### src/rtl/fir3_deconv.sv
// Inverse filter for a 3-tap FIR: x[n] = (y[n] - R2*x[n-1] - R3*x[n-2]) >>> R1_SHIFT.
// One shared registered 8x8 multiplier, sequenced over five states per sample.
module fir3_deconv #(
  parameter int                 IN_W     = 18,
  parameter int                 OUT_W    = 8,
  parameter int                 R1_SHIFT = 1,
  parameter logic signed [7:0]  R2       = -8'sd4,
  parameter logic signed [7:0]  R3       = 8'sd7
) (
  input  logic                    clk,
  input  logic                    rst,
  input  logic                    in_valid,
  input  logic signed [IN_W-1:0]  in_data,
  output logic                    in_ready,
  output logic                    out_valid,
  output logic signed [OUT_W-1:0] out_data,
  output logic                    out_sat,
  output logic                    in_drop
);

  localparam int S_W  = IN_W + 2;
  localparam int P_W  = OUT_W + 8;
  localparam int Q_MAX = 2 ** (OUT_W - 1) - 1;
  localparam int Q_MIN = -(2 ** (OUT_W - 1));

  typedef enum logic [2:0] {
    IDLE,
    MUL2,
    MUL3,
    SUM,
    OUT
  } state_t;

  state_t                   state_q, state_d;
  logic signed [IN_W-1:0]   yv_q, yv_d;
  logic signed [OUT_W-1:0]  x1_q, x1_d;
  logic signed [OUT_W-1:0]  x2_q, x2_d;
  logic signed [P_W-1:0]    p2_q, p2_d;
  logic signed [P_W-1:0]    prod_q, prod_d;
  logic signed [S_W-1:0]    s_q, s_d;
  logic signed [OUT_W-1:0]  out_data_q, out_data_d;
  logic                     out_valid_q, out_valid_d;
  logic                     out_sat_q, out_sat_d;
  logic                     in_drop_q, in_drop_d;

  logic signed [OUT_W-1:0]  mul_a;
  logic signed [7:0]        mul_b;
  logic signed [S_W-1:0]    q;

  assign in_ready  = (state_q == IDLE);
  assign out_valid = out_valid_q;
  assign out_data  = out_data_q;
  assign out_sat   = out_sat_q;
  assign in_drop   = in_drop_q;

  assign q = s_q >>> R1_SHIFT;

  always_comb begin
    state_d     = state_q;
    yv_d        = yv_q;
    x1_d        = x1_q;
    x2_d        = x2_q;
    p2_d        = p2_q;
    s_d         = s_q;
    out_data_d  = out_data_q;
    out_sat_d   = out_sat_q;
    out_valid_d = 1'b0;
    in_drop_d   = in_drop_q | (in_valid & ~in_ready);
    mul_a       = '0;
    mul_b       = '0;
    unique case (state_q)
      IDLE: begin
        if (in_valid) begin
          yv_d    = in_data;
          state_d = MUL2;
        end
      end
      MUL2: begin
        mul_a   = x1_q;
        mul_b   = R2;
        state_d = MUL3;
      end
      MUL3: begin
        mul_a   = x2_q;
        mul_b   = R3;
        p2_d    = prod_q;
        state_d = SUM;
      end
      SUM: begin
        // widened by two bits so the double subtraction cannot wrap
        s_d     = S_W'(yv_q) - S_W'(p2_q) - S_W'(prod_q);
        state_d = OUT;
      end
      OUT: begin
        if (q > S_W'(Q_MAX)) begin
          out_data_d = OUT_W'(Q_MAX);
          out_sat_d  = 1'b1;
        end else if (q < S_W'(Q_MIN)) begin
          out_data_d = OUT_W'(Q_MIN);
          out_sat_d  = 1'b1;
        end else begin
          out_data_d = OUT_W'(q);
          out_sat_d  = 1'b0;
        end
        out_valid_d = 1'b1;
        x2_d        = x1_q;
        x1_d        = out_data_d;
        state_d     = IDLE;
      end
      default: state_d = IDLE;
    endcase
    prod_d = mul_a * mul_b;
  end

  always_ff @(posedge clk) begin
    if (rst) begin
      state_q     <= IDLE;
      yv_q        <= '0;
      x1_q        <= '0;
      x2_q        <= '0;
      p2_q        <= '0;
      prod_q      <= '0;
      s_q         <= '0;
      out_data_q  <= '0;
      out_valid_q <= 1'b0;
      out_sat_q   <= 1'b0;
      in_drop_q   <= 1'b0;
    end else begin
      state_q     <= state_d;
      yv_q        <= yv_d;
      x1_q        <= x1_d;
      x2_q        <= x2_d;
      p2_q        <= p2_d;
      prod_q      <= prod_d;
      s_q         <= s_d;
      out_data_q  <= out_data_d;
      out_valid_q <= out_valid_d;
      out_sat_q   <= out_sat_d;
      in_drop_q   <= in_drop_d;
    end
  end

endmodule
### config.mk
export PLATFORM = sky130hd
export DESIGN_NAME = fir3_deconv
export DESIGN_NICKNAME = d
export VERILOG_FILES = /design/src/rtl/fir3_deconv.sv
export SDC_FILE = /design/constraint.sdc
export NUM_CORES = 1
export LEC_CHECK = 0
export ABC_AREA = 1
export BUFFER_PORTS_ARGS = -buffer_cell sky130_fd_sc_hd__buf_2
export CORE_UTILIZATION = 45
export CTS_BUF_LIST = sky130_fd_sc_hd__clkbuf_8
export CTS_CLUSTER_DIAMETER = 150
export DETAILED_ROUTE_END_ITERATION = 8
export GPL_ROUTABILITY_DRIVEN = 0
export PLACE_DENSITY = 0.59
export SYNTH_ARGS = -nofsm -noshare
export SYNTH_HDL_FRONTEND = slang
export SYNTH_SLANG_ARGS = --single-unit
### constraint.sdc
create_clock -name clk -period 5.8 [get_ports clk]
set_input_delay 0.58 -clock clk [delete_from_list [all_inputs] [get_ports clk]]
set_output_delay 0.58 -clock clk [all_outputs]
set_load 0.01 [all_outputs]
Yosys cells after proc, flatten, opt, wreduce, memory -nomap -nowiden
Cells that the tools add are included.
{"block": "totals", "regBits": 92, "inputBits": 21, "out_inout_bits": 12, "elab_cells": 34}
{"block": "classes", "add_sub_neg": 2, "n_mul": 1, "magnitude_cmp": 2, "n_eq_ne": 5, "n_mux": 9, "bitwise_logic": 3, "reduce_logical": 2}
{"cell": "case mux 8 bit (2 select lines)", "n": 2}
{"cell": "subtractor 19 x 16 -> 20 bit", "n": 1}
{"cell": "> comparator 19 x 8 -> 1 bit (second input constant)", "n": 1}
{"cell": "< comparator 19 x 8 -> 1 bit (second input constant)", "n": 1}
{"cell": "subtractor 18 x 16 -> 19 bit", "n": 1}
{"cell": "multiplier 8 x 8 -> 16 bit", "n": 1}
{"cell": "2-to-1 mux 8 bit", "n": 2}
{"cell": "case mux 3 bit (4 select lines)", "n": 1}
{"cell": "== test 3 x 2 -> 1 bit (second input constant)", "n": 2}
{"cell": "== test 3 x 1 -> 1 bit (second input constant)", "n": 1}
{"cell": "== test 3 bit (second input constant)", "n": 1}
{"cell": "zero test 3 bit", "n": 1}
{"cell": "2-to-1 mux 1 bit", "n": 3}
{"cell": "2-to-1 mux 3 bit", "n": 1}
{"cell": "inequality test 2 bit (second input constant)", "n": 1}
{"cell": "AND reduction 2 bit", "n": 1}
{"cell": "bitwise AND 1 bit", "n": 1}
{"cell": "NOT 1 bit", "n": 1}
{"cell": "bitwise OR 1 bit", "n": 1}

Depth between registers and ports, before layout
Gate-level depths: netlist (run 1).
{"block": "depth", "word_depth": 4, "depth_mapped": 26, "ltp_nobuf": 24}

Least setup slack after synthesis (run 1)
No wires, ideal clock.
{"block": "synth_timing", "path_kind": "reg2reg", "startpoint": "register state_q[1]", "endpoint": "register prod_q[15]", "setup_ns": 0.113, "arrival_time_ns": 4.403, "required_ns": 5.687, "setup_slack_ns": 1.284, "path_stages_with_launch": 20, "n_path_buf": 2, "period_less_slack_ns": 4.516, "path_cell_list": "dfxtp_1 -> buf_4 -> inv_1 -> nand3_4 -> buf_6 -> o22ai_1 -> ha_1 -> fa_1 -> fa_1 -> inv_1 -> fa_1 -> fa_1 -> inv_1 -> ha_1 -> a21oi_1 -> nor2_1 -> a211oi_1 -> nand3_1 -> nor2_1 -> nor2_1"}
{"block": "synth_between", "elab_chain_len": 3, "word_cells_on_any_way": 5, "cone_classes": "mul (1); eq/ne (2); mux (2)"}
{"item": "from (decl)", "line": "34", "rtl": "state_t state_q, state_d;"}
{"item": "from (signal assigned)", "line": "129", "rtl": "state_q <= state_d;"}
{"item": "== test 3 x 2 -> 1 bit or == test 3 x 1 -> 1 bit (tied branches)", "line": "71", "rtl": "unique case (state_q)"}
{"item": "case mux 8 bit (2 select lines)", "line": "71"}
{"item": "multiplier 8 x 8 -> 16 bit *", "line": "112", "rtl": "prod_d = mul_a * mul_b;"}
{"item": "to (signal assigned)", "line": "134", "rtl": "prod_q <= prod_d;"}
{"item": "to (decl)", "line": "39", "rtl": "logic signed [P_W-1:0] prod_q, prod_d;"}
Mark *: on every way between the ends. The rest lies on a longest branch, timed or not.
A chain may end at the register's enable or synchronous reset.

Worst setup path after layout (run 1)
{"block": "layout_timing", "startpoint": "register state_q[1]", "endpoint": "register prod_q[11]"}
Same word-level chain as after synthesis.

==> PnR_summary.wiki, run 1 <==
{| class="wikitable"
! Metric !! Value
|-
| Slowest stage cell on the critical path || sky130_fd_sc_hd__dfxtp_1
|-
| Final hold violation count || 0
|-
| Mean cell area of the mapped netlist || 7.539 um2
|-
| Netlist Area Pre-Place || 7064 um2
|-
| # Max-Cap Violations || 0
|-
| CP Cell Sequence || inv_1 > nand3_4 > inv_2 > nand2_2 > o21ai_1 > or2_1 > inv_1 > fa_1 > fa_1 > fa_1 > inv_1 > fa_1 > inv_1 > ha_1 > nand2_1 > o21ai_0 > a21oi_1 > o21ai_0 > nand2_1 > nand2_1 > nor2_1
|-
| Max VDD drop || 0.1060 mV
|-
| Share of post-route cells with drive strength above 1 || 0.07069
|-
| Clock tree from TritonCTS || done
|-
| Total number of clock tree sinks || 91
|-
| NumNets Final || 1096
|-
| Status || complete, no violations
|-
| Largest driver fanout on the critical path || 16
|-
| Share of flip-flops with an asynchronous set or reset || 0
|-
| Most frequent standard cell in the layout excluding fill and tap cells || sky130_fd_sc_hd__inv_1
|-
| Chip height || ~130 um
|-
| WP data arrival || 5.45 ns
|-
| CP endpoint kind || register
|-
| Final antenna diode count || 0
|-
| Flip-flop cell with the highest count after synthesis || sky130_fd_sc_hd__dfxtp_1
|-
| Min-Delay Startpoint || in_drop
|-
| Post-layout min period || 5.179 ns
|-
| Boundary Pins || 33
|-
| Root cell of the clock tree || sky130_fd_sc_hd__clkbuf_8
|-
| Max-slew headroom at the worst pin || 0.6059
|-
| Vias per inst || 4.787
|-
| Total global routing track utilization || 0.2140
|-
| Count of filler cells inserted in the layout || 1600
|-
| Pin count of the biggest net entering global routing || 53
|-
| Half-perimeter wire length of the detailed placement result || 12840 um
|-
| Setup repair after global routing missed its margin || no
|-
| CTS clock-pin slew for the worst setup and hold paths || 0.09 ns
|-
| Hold Crit Endpoint || in_drop
|-
| Cell class contributing the biggest share of worst-path delay || adder cells
|-
| Post-synthesis cell type count || 38
|-
| Htree depth || 3
|-
| # hold bufs at CTS || 0
|-
| Yosys warnings || 0
|-
| Count of state elements after synthesis || 91
|-
| Worst r2r dst || prod_q[11]
|-
| Share of the clock period used by the worst path || 0.8930
|-
| Min-Delay Path Depth || 2
|-
| Slowest Stage Delay on Critical Path || 0.62 ns
|-
| GRT overflow || 0
|-
| Number of buffers added by the clock tree synthesis step || 9
|-
| Net count after synthesis || about 1100
|-
| Antenna viol nets, final || 0
|-
| Share of the yosys chip area belonging to registers || 0.2579
|-
| Post-CTS setup buffer count || 0
|-
| Total design power || ~1.8 mW
|-
| Number of antenna violations at the first check in global routing || 0
|-
| First-pass iteration count of the detailed router || 4
|-
| Area growth syn-to-layout || 7.191%
|-
| Number of buffers added on ports || 32
|-
| Maximum clock path buffer count || 2
|-
| Share of the core filled with cells in the final layout || 0.4963
|-
| Drt first-iter violations || around 260
|-
| Pins Over Slew Limit || 0
|-
| Die width || about 130 um
|-
| Achievable Freq || 193.1 MHz
|-
| Via count of the first global-routing pass || 5447
|-
| Core region area || 15260 um2
|-
| Area of the die || between 15000 and 20000 um2
|-
| Wire length per cell || 13.68 um
|-
| Reg2Reg Launch Point || state_q[1]
|-
| Startpoint class of the critical path || register
|-
| Accumulated negative setup slack || 0 ns
|-
| Cell Rows || 45
|-
| Setup-violating endpoint count in the final report || 0
|-
| Worst setup path class || reg2reg
|-
| Synthesized instance count || about 940
|-
| Leak || 3.609 nW
|-
| Slack of the worst reg-to-reg path || 0.62 ns
|-
| Gates resized, CTS repair || 0
|-
| Path depth of the worst reg2reg path || 21
|-
| Total Wirelength || 16050 um
|-
| Areal power density over the cells || roughly 240 nW/um2
|-
| DRC violation count after routing || 0
|-
| Starting utilization of the core area || 0.4630
|-
| Data required time of the critical path || slightly above 6 ns
|-
| Clock Skews || around 0.0085 ns
|-
| Actual slew at the worst max-slew pin || 0.5911 ns
|-
| Vias after detailed routing || 5615
|-
| First-pass GRT wire length || 26650 um
|-
| Total buffers and inverters traversed by the critical path || 5
|-
| Worst skew pair latency || 0.38 ns
|-
| Number of synthesized flops with an enable pin || 0
|-
| Class of the tightest hold or removal check || reg2reg
|-
| Most frequent cells in the layout || sky130_fd_sc_hd__inv_1 (208), sky130_fd_sc_hd__nand2_1 (158), sky130_fd_sc_hd__a21oi_1 (98)
|}
## worst max path at each step
stage	slack [ns]	endpoint	from	depth (start not counted)
after CTS	0.64	prod_q[11]	state_q[1]	21
after global placement	0.66	prod_q[11]	state_q[1]	21
after floorplan	1.28	prod_q[15]	state_q[1]	19
after detailed placement	0.67	prod_q[11]	state_q[1]	21
final	0.62	prod_q[11]	state_q[1]	21
after global routing	0.25	prod_q[11]	state_q[1]	21
## worst reg2reg max path, stage by stage, from the launching register on
cell and delay [ns]:
sky130_fd_sc_hd__dfxtp_1 0.62, sky130_fd_sc_hd__inv_1 0.14, sky130_fd_sc_hd__nand3_4 0.20, sky130_fd_sc_hd__inv_2 0.12, sky130_fd_sc_hd__nand2_2 0.12, sky130_fd_sc_hd__o21ai_1 0.12
sky130_fd_sc_hd__or2_1 0.22, sky130_fd_sc_hd__inv_1 0.07, sky130_fd_sc_hd__fa_1 0.45, sky130_fd_sc_hd__fa_1 0.54, sky130_fd_sc_hd__fa_1 0.54, sky130_fd_sc_hd__inv_1 0.05
sky130_fd_sc_hd__fa_1 0.53, sky130_fd_sc_hd__inv_1 0.04, sky130_fd_sc_hd__ha_1 0.35, sky130_fd_sc_hd__nand2_1 0.11, sky130_fd_sc_hd__o21ai_0 0.25, sky130_fd_sc_hd__a21oi_1 0.11
sky130_fd_sc_hd__o21ai_0 0.30, sky130_fd_sc_hd__nand2_1 0.09, sky130_fd_sc_hd__nand2_1 0.07, sky130_fd_sc_hd__nor2_1 0.04
## state kept, by name (all words and copies together) (netlist names)
register   flops
s_q           19
yv_q          18
p2_q          16
prod_q        16
out_data       8
x2_q           8
state_q        3
in_drop        1
out_sat        1
out_valid      1
## cell usage after synthesis, types with 2 or more instances
| library cell | number | area (um2) |
|---|---|---|
| sky130_fd_sc_hd__a21oi_1 | 98 | 490.5 |
| sky130_fd_sc_hd__and2_1 | 4 | 25.02 |
| sky130_fd_sc_hd__buf_2 | 6 | 30.03 |
| sky130_fd_sc_hd__buf_4 | 8 | 60.06 |
| sky130_fd_sc_hd__clkbuf_1 | 11 | 41.29 |
| sky130_fd_sc_hd__dfxtp_1 | 91 | 1822 |
| sky130_fd_sc_hd__fa_1 | 64 | 1281 |
| sky130_fd_sc_hd__ha_1 | 54 | 675.7 |
| sky130_fd_sc_hd__inv_1 | 207 | 777.0 |
| sky130_fd_sc_hd__inv_2 | 6 | 22.52 |
| sky130_fd_sc_hd__nand2_1 | 158 | 593.1 |
| sky130_fd_sc_hd__nand2_2 | 2 | 12.51 |
| sky130_fd_sc_hd__nand3_1 | 50 | 250.2 |
| sky130_fd_sc_hd__nand3b_1 | 2 | 15.01 |
| sky130_fd_sc_hd__nor2_1 | 69 | 259.0 |
| sky130_fd_sc_hd__nor2_4 | 2 | 22.52 |
| sky130_fd_sc_hd__nor3_1 | 5 | 25.02 |
| sky130_fd_sc_hd__nor4_1 | 2 | 12.51 |
| sky130_fd_sc_hd__o21a_1 | 5 | 37.54 |
| sky130_fd_sc_hd__o21ai_0 | 52 | 260.3 |
| sky130_fd_sc_hd__o21ai_1 | 6 | 30.03 |
| sky130_fd_sc_hd__o21bai_1 | 3 | 22.52 |
| sky130_fd_sc_hd__o22ai_1 | 2 | 12.51 |
| sky130_fd_sc_hd__or2_1 | 3 | 18.77 |
| sky130_fd_sc_hd__or2_2 | 2 | 12.51 |
| sky130_fd_sc_hd__xnor2_1 | 3 | 26.28 |
| sky130_fd_sc_hd__xor2_1 | 11 | 96.34 |
## stage by stage
stage                     instances  setup WS (ns)  hold WS, ns  area (um2)
after global placement         1157         0.6609       0.4384        7368
after CTS                      1173         0.6409       0.4462        7572
after floorplan                 937          1.284       0.4500        7064
after global routing           1173         0.2470       0.4606        7572
after detailed placement       1157         0.6745       0.4442        7368
final                          1173         0.6206       0.4524        7572
## area by class of cell
type,count,area (um2),share of cell area
Clock buffer,11,151.4,0.01999
Inverter,213,799.5,0.1056
Sequential cell,91,1822,0.2406
Clock inverter,5,52.55,0.006940
Timing Repair Buffer,35,182.7,0.02412
Multi-Input combinational cell,607,4300,0.5679
Tap cell,211,264.0,0.03486
## where the power goes
group / switching, mW / total, mW / internal (mW)
Clock: 0.236 / 0.457 / 0.221
Combinational: 0.440 / 0.679 / 0.239
Sequential: 0.0243 / 0.680 / 0.656
Total: 0.700 / 1.82 / 1.12
## cells by family after synthesis
family	synth area share
flip-flops	0.2579
adder cells (fa/ha/maj)	0.2770
AND/OR/NAND/NOR	0.1879
XOR/XNOR	0.01736
AO/OA/AOI/OAI	0.1265
buffers and inverters	0.1334
## per-layer routing
layer	GRT usage	routed length (um)	up-vias
li1	-	-	2937
met1	0.2621	7385	2619
met2	0.3873	8187	49
met3	0.03434	277	10
met4	0.05882	195	0
met5	0	0	-
(Power assumes the default switching activity.)
==> run 2: changes to the inputs <==
--- a/config.mk
+++ b/config.mk
@@ -12,7 +12,7 @@
 export CTS_CLUSTER_DIAMETER = 150
 export DETAILED_ROUTE_END_ITERATION = 8
 export GPL_ROUTABILITY_DRIVEN = 0
-export PLACE_DENSITY = 0.59
+export PLACE_DENSITY = 0.63
 export SYNTH_ARGS = -nofsm -noshare
 export SYNTH_HDL_FRONTEND = slang
 export SYNTH_SLANG_ARGS = --single-unit
==> run 2 against run 1 <==
Routed wire length shrank 1.5%. Sequential share of layout area shrank 0.059 points. Critical path depth shrank 1. Largest cell class unchanged. Largest power group unchanged. Highest routed layer unchanged.
==> PnR_summary.wiki, run 2 (synthesis results as in run 1) <==
{| class="wikitable"
! Metric !! Value
|-
| Share of the clock period used by the worst path || 0.8791 (-0.01389)
|-
| Post-layout min period || 5.099 ns (-0.08057 ns)
|-
| # Max-Cap Violations || 0 (unchanged)
|-
| Cell occurring most often along the worst timing path || sky130_fd_sc_hd__inv_1
|-
| First-pass GRT wire length || 27030 um (+1.5%)
|-
| Max VDD drop || 0.09754 mV (-8.0%)
|-
| Root cell of the clock tree || sky130_fd_sc_hd__clkbuf_8
|-
| Vias per inst || 4.811 (+0.50%)
|-
| Total Wirelength || 15800 um (-1.5%)
|-
| Clock tree from TritonCTS || done
|-
| Total number of clock tree sinks || 91 (unchanged)
|-
| Reg with most FFs || s_q
|-
| WP data arrival || 5.36 ns (-0.09 ns)
|-
| GRT overflow || 0 (unchanged)
|-
| Number of buffers added on ports || 32 (unchanged)
|-
| Starting utilization of the core area || 0.4630 (unchanged)
|-
| Post-route worst setup slack || 0.7012 ns (+0.08057 ns)
|-
| Slowest Stage Delay on Critical Path || 0.62 ns (about the same)
|-
| Vias after detailed routing || 5643 (+0.50%)
|-
| Maximum clock path buffer count || 2 (unchanged)
|-
| Startpoint class of the critical path || register
|-
| Worst setup path class || reg2reg
|-
| Area of the die || 16200 um2 (unchanged)
|-
| Accumulated negative setup slack || 0 ns (unchanged)
|-
| Actual slew at the worst max-slew pin || 0.6125 ns (+0.02136 ns)
|-
| Setup WS pre-CTS || 0.6593 ns (-0.01511 ns)
|-
| Worst skew pair latency || 0.40 ns (+0.02 ns)
|-
| Largest driver fanout on the critical path || 16 (unchanged)
|-
| Most frequent cells in the layout || sky130_fd_sc_hd__inv_1 (207), sky130_fd_sc_hd__nand2_1 (158), sky130_fd_sc_hd__a21oi_1 (98)
|-
| Class of the tightest hold or removal check || in2reg
|-
| Setup repair after global routing missed its margin || no
|-
| Share of post-route cells with drive strength above 1 || 0.07173 (+0.001040)
|-
| Area growth syn-to-layout || 7.457%
|-
| Core region area || 15260 um2 (unchanged)
|-
| Gates resized, CTS repair || 0 (unchanged)
|-
| CP Cell Sequence || inv_1 > nand3_4 > nor2_1 > inv_1 > o21ai_1 > or2_2 > fa_1 > inv_1 > fa_1 > fa_1 > inv_1 > fa_1 > inv_1 > ha_1 > a21oi_1 > o21a_1 > nand2_1 > xor2_1 > inv_1 > nor2_1
|-
| Data required time of the critical path || 6.06 ns (about the same)
|-
| Antenna viol nets, final || 0 (unchanged)
|-
| CP endpoint kind || register
|-
| Drt first-iter violations || 315 (+21%)
|-
| Status || complete, no violations
|-
| Boundary Pins || 33 (unchanged)
|-
| CTS clock-pin slew for the worst setup and hold paths || 0.09 ns (about the same)
|-
| Final std cells w/o fill || 1173 (unchanged)
|-
| # hold bufs at CTS || 0 (unchanged)
|-
| Final hold violation count || 0 (unchanged)
|-
| Number of antenna violations at the first check in global routing || 0 (unchanged)
|-
| NumNets Final || 1096 (unchanged)
|-
| Total global routing track utilization || 0.2149 (+0.0009485)
|-
| Total placed cells including tap cells || 1157 (unchanged)
|-
| Most frequent standard cell in the layout excluding fill and tap cells || sky130_fd_sc_hd__inv_1
|-
| First-pass iteration count of the detailed router || 4 (unchanged)
|-
| DRC violation count after routing || 0 (unchanged)
|-
| Post-CTS setup buffer count || 0 (unchanged)
|-
| Number of buffers added by the clock tree synthesis step || 9 (unchanged)
|-
| Clock Skews || 0.01546 ns (+0.006908 ns)
|-
| Setup-violating endpoint count in the final report || 0 (unchanged)
|-
| Pins Over Slew Limit || 0 (unchanged)
|-
| Max-slew headroom at the worst pin || 0.5917 (-0.01424)
|-
| Final antenna diode count || 0 (unchanged)
|-
| Cell Rows || 45 (unchanged)
|-
| Registers with the highest flip-flop counts || s_q (19), yv_q (18)
|-
| Chip height || 127.3 um (unchanged)
|-
| Areal power density over the cells || 242.9 nW/um2 (+1.3%)
|-
| Total design power || 1.844 mW (+1.5%)
|-
| Achievable Freq || 196.1 MHz (+1.6%)
|-
| Half-perimeter wire length of the detailed placement result || 12640 um (-1.6%)
|-
| Leak || 3.609 nW (about the same)
|-
| Wire length per cell || 13.47 um (-1.5%)
|-
| Via count of the first global-routing pass || 5655 (+3.8%)
|-
| Die width || 127.3 um (unchanged)
|-
| Htree depth || 3 (unchanged)
|-
| Slowest stage cell on the critical path || sky130_fd_sc_hd__dfxtp_1
|-
| Number of flip-flops in the largest register || 19 (unchanged)
|-
| Pin count of the biggest net entering global routing || 53 (unchanged)
|}
==> run 2: cell types whose count changed in the layout (fill, tap and decap cells not counted), sizes merged <==
cell      before  now
bufinv         1    2
clkinv         3    2
clkbuf        11    9
inv          214  215
clkinvlp       0    1
==> run 2: layout make-up <==
| type | instances | area (um2) |
|---|---|---|
| tap | 211 | 264.0 |
| clock buffer | 9 | 123.9 |
| inverter | 213 | 799.5 |
| sequential | 91 | 1822 |
| clock inverter | 7 | 98.84 |
| fill | 1570 | 7667 |
| timing repair buffer | 35 | 182.7 |
| multi-input combinational | 607 | 4300 |
==> run 2: worst paths after layout <==
path	startpoint	end	slack, ns	cells after the start
worst max-delay path	state_q[1]	prod_q[12]	0.70	20
worst min-delay path	in_data[8]	yv_q[8]	0.45	3
worst max register to register	state_q[1]	prod_q[12]	0.70	20
worst min register to register	in_drop	in_drop	0.45	2
==> run 2: power by group <==
| group | leakage (nW) | switching [mW] | internal [mW] |
|---|---|---|---|
| clock | 0.110 | 0.246 | 0.246 |
| sequential | 0.740 | 0.0243 | 0.656 |
| combinational | 2.76 | 0.433 | 0.239 |
| total | 3.61 | 0.703 | 1.14 |
==> run 2: layer usage <==
metal  vias to the layer above  GRT usage  routed length (um)
met3                        21    0.03769                 675
li1                       2926          -                   -
met2                        73     0.3790                7955
met4                         0    0.06863                 281
met1                      2623     0.2660                6889
met5                         -          0                   0
==> run 2: worst max-delay path, delay by kind of cell, from the launching register on <==
family                   cells  cell delay [ns]
flip-flops                   1             0.62
adder cells (fa/ha/maj)      5             2.44
XOR/XNOR                     1             0.14
AND/OR/NAND/NOR              5             0.76
buffers and inverters        6             0.48
AO/OA/AOI/OAI                3             0.54
==> run 2: per-stage QoR <==
stage	hold slack, ns	cell area, um2	utilization
2_1_floorplan	0.4500	7064	-
3_3_place_gp	0.4373	7368	0.4829
3_5_place_dp	0.4449	7368	0.4829
4_1_cts	0.4280	7591	0.4975
5_1_grt	0.4425	7591	0.4975
6_report	0.4495	7591	0.4975
==> run 3: changes to the inputs <==
--- a/config.mk
+++ b/config.mk
@@ -7,6 +7,7 @@
 export LEC_CHECK = 0
 export ABC_AREA = 1
 export BUFFER_PORTS_ARGS = -buffer_cell sky130_fd_sc_hd__buf_2
+export CORE_ASPECT_RATIO = 1.5
 export CORE_UTILIZATION = 45
 export CTS_BUF_LIST = sky130_fd_sc_hd__clkbuf_8
 export CTS_CLUSTER_DIAMETER = 150
==> run 3 against run 2 <==
Die area barely moved. Clock power fell by 12%. Sequential power barely moved. Highest routed layer unchanged.
==> PnR_summary.wiki, run 3 (synthesis results as in run 1) <==
{| class="wikitable"
! Metric !! Value
|-
| Status || complete, no violations
|-
| Min-Delay Path Depth || 2 (-1)
|-
| Global routing met3 resource utilization || 0.02430 (-0.01339)
|-
| Worst slack on hold paths || 0.4570 ns (+0.007506 ns)
|-
| Htree depth || 3 (unchanged)
|-
| Clock Skews || 0.01866 ns (+0.003203 ns)
|-
| Cell occurring most often along the worst timing path || sky130_fd_sc_hd__fa_1
|-
| Registers with the highest flip-flop counts || s_q (19), yv_q (18)
|-
| Vias per inst || 4.900 (+1.9%)
|-
| Via count of the first global-routing pass || 5743 (+1.6%)
|-
| Hold Crit Endpoint || in_drop
|-
| Area growth syn-to-layout || 6.713%
|-
| Worst skew pair latency || 0.38 ns (-0.02 ns)
|-
| Path depth of the worst reg2reg path || 17 (-15%)
|-
| Clock tree from TritonCTS || done
|-
| Most utilized layer in the global route result || met2
|-
| Pins Over Slew Limit || 0 (unchanged)
|-
| Vias after detailed routing || 5684 (+0.73%)
|-
| Maximum clock path buffer count || 2 (unchanged)
|-
| Core region area || 15210 um2 (-0.33%)
|-
| Chip height || 155.5 um (+22%)
|-
| Actual slew at the worst max-slew pin || 1.206 ns (+0.5932 ns)
|-
| Data required time of the critical path || 6.11 ns (+0.05 ns)
|-
| Final std cells w/o fill || 1160 (-1.1%)
|-
| Largest driver fanout on the critical path || 16 (unchanged)
|-
| Total global routing track utilization || 0.2176 (+0.002636)
|-
| Count of filler cells inserted in the layout || 1568 (-0.13%)
|-
| Class of the tightest hold or removal check || reg2reg
|-
| Multi-input gate area || 4300 um2 (unchanged)
|-
| WP data arrival || 5.42 ns (+0.06 ns)
|-
| Total number of clock tree sinks || 91 (unchanged)
|-
| Achievable Freq || 195.9 MHz (-0.13%)
|-
| Final antenna diode count || 0 (unchanged)
|-
| Areal power density over the cells || 238.4 nW/um2 (-1.9%)
|-
| Pin count of the biggest net entering global routing || 53 (unchanged)
|-
| Area of the die || 16210 um2 (about the same)
|-
| Post-CTS setup buffer count || 0 (unchanged)
|-
| First-pass iteration count of the detailed router || 4 (unchanged)
|-
| Setup-violating endpoint count in the final report || 0 (unchanged)
|-
| # Max-Cap Violations || 0 (unchanged)
|-
| Total placed cells including tap cells || 1144 (-1.1%)
|-
| Worst setup path class || reg2reg
|-
| Most frequent cells in the layout || sky130_fd_sc_hd__inv_1 (207), sky130_fd_sc_hd__nand2_1 (158), sky130_fd_sc_hd__a21oi_1 (98)
|-
| Sequential cell area || 1822 um2 (unchanged)
|-
| # hold bufs at CTS || 0 (unchanged)
|-
| CTS clock-pin slew for the worst setup and hold paths || 0.11 ns (+0.02 ns)
|-
| Half-perimeter wire length of the detailed placement result || 13290 um (+5.1%)
|-
| Accumulated negative setup slack || 0 ns (unchanged)
|-
| Share of the clock period used by the worst path || 0.8803 (+0.001180)
|-
| Min-Delay Startpoint || in_drop
|-
| CP endpoint kind || register
|-
| Max-slew headroom at the worst pin || 0.1953 (-0.3963)
|-
| Share of post-route cells with drive strength above 1 || 0.07076 (-0.0009659)
|-
| CP Cell Sequence || nand2_2 > o22ai_1 > ha_1 > inv_1 > fa_1 > fa_1 > fa_1 > inv_1 > fa_1 > ha_1 > a21oi_1 > o21ai_0 > nand2_1 > nand3_1 > nand2_1 > nand2_1 > nor2_1
|-
| NumNets Final || 1095 (-0.091%)
|-
| Gates resized, CTS repair || 0 (unchanged)
|-
| Number of antenna violations at the first check in global routing || 0 (unchanged)
|-
| Max VDD drop || 0.1355 mV (+39%)
|-
| GRT overflow || 0 (unchanged)
|-
| Cell class contributing the biggest share of worst-path delay || adder cells
|-
| Die width || 104.3 um (-18%)
|-
| Area of all placed cells without fillers || 7538 um2 (-0.69%)
|-
| Antenna viol nets, final || 0 (unchanged)
|-
| Most frequent standard cell in the layout excluding fill and tap cells || sky130_fd_sc_hd__inv_1
|-
| Total buffers and inverters traversed by the critical path || 2 (-4)
|-
| First-pass GRT wire length || 27410 um (+1.4%)
|-
| Slack of the worst reg-to-reg path || 0.69 ns (about the same)
|-
| Reg2Reg Launch Point || state_q[1]
|-
| Leak || 3.587 nW (-0.60%)
|-
| Cell Rows || 55 (+22%)
|-
| Reg with most FFs || s_q
|-
| Met1 layer usage reported by global route || 0.2328 (-0.03325)
|-
| Placed cell areas || 7346 um2 (-0.31%)
|-
| Number of buffers added by the clock tree synthesis step || 9 (unchanged)
|-
| Post-layout min period || 5.106 ns (+0.006846 ns)
|-
| Slowest stage cell on the critical path || sky130_fd_sc_hd__dfxtp_1
|-
| Met2 track demand over resource in global routing || 0.4204 (+0.04139)
|-
| Number of buffers added on ports || 32 (unchanged)
|-
| DRC violation count after routing || 0 (unchanged)
|-
| Setup repair after global routing missed its margin || no
|-
| Root cell of the clock tree || sky130_fd_sc_hd__clkbuf_8
|-
| Slowest Stage Delay on Critical Path || 0.62 ns (about the same)
|-
| Wire length per cell || 14.16 um (+5.1%)
|-
| Total Wirelength || 16420 um (+3.9%)
|-
| Worst r2r dst || prod_q[15]
|-
| Final hold violation count || 0 (unchanged)
|-
| Boundary Pins || 33 (unchanged)
|-
| Startpoint class of the critical path || register
|-
| Starting utilization of the core area || 0.4645 (+0.001524)
|-
| Drt first-iter violations || 119 (-62%)
|-
| Number of flip-flops in the largest register || 19 (unchanged)
|}
run 3: how the worst max path moves through the flow:
stage	start	endpoint	slack, ns	depth (start not counted)
after global placement	state_q[1]	prod_q[11]	0.82	21
after CTS	state_q[1]	prod_q[11]	0.66	21
after detailed placement	state_q[1]	prod_q[11]	0.71	21
final	state_q[1]	prod_q[15]	0.69	17
after global routing	state_q[1]	prod_q[15]	0.27	17
after floorplan	state_q[1]	prod_q[15]	1.28	19
run 3: cell type report:
type / instances / area share
Multi-Input combinational cell: 607 / 0.5705
Sequential cell: 91 / 0.2417
Inverter: 213 / 0.1061
Tap cell: 199 / 0.03303
Timing Repair Buffer: 34 / 0.02324
Clock buffer: 10 / 0.01826
Clock inverter: 6 / 0.007303
run 3: per-stage QoR:
stage                     utilization  total power, mW  setup WS [ns]
final                          0.4957            1.797         0.6943
after global routing           0.4957            1.944         0.2668
after CTS                      0.4957            1.819         0.6578
after detailed placement       0.4830            1.385         0.7107
after global placement         0.4830            1.380         0.8162
after floorplan                     -            1.212          1.284
run 3: layer usage:
layer	part of all wire	up-vias
met2	0.55	55
li1	-	2932
met5	0	-
met1	0.39	2671
met3	0.019	26
met4	0.035	0
run 3: worst register-to-register path, delay by kind of cell (launching register included):
kind / cells / cell delay [ns]
AO/OA/AOI/OAI: 3 / 0.96
flip-flops: 1 / 0.62
buffers and inverters: 2 / 0.12
adder cells (fa/ha/maj): 6 / 2.63
AND/OR/NAND/NOR: 6 / 0.72
run 3: report_power, final:
group	total [mW]	internal, mW	leakage [nW]	switching, mW
Sequential	0.679	0.656	0.740	0.0237
Clock	0.433	0.177	0.0934	0.256
Combinational	0.685	0.239	2.75	0.446
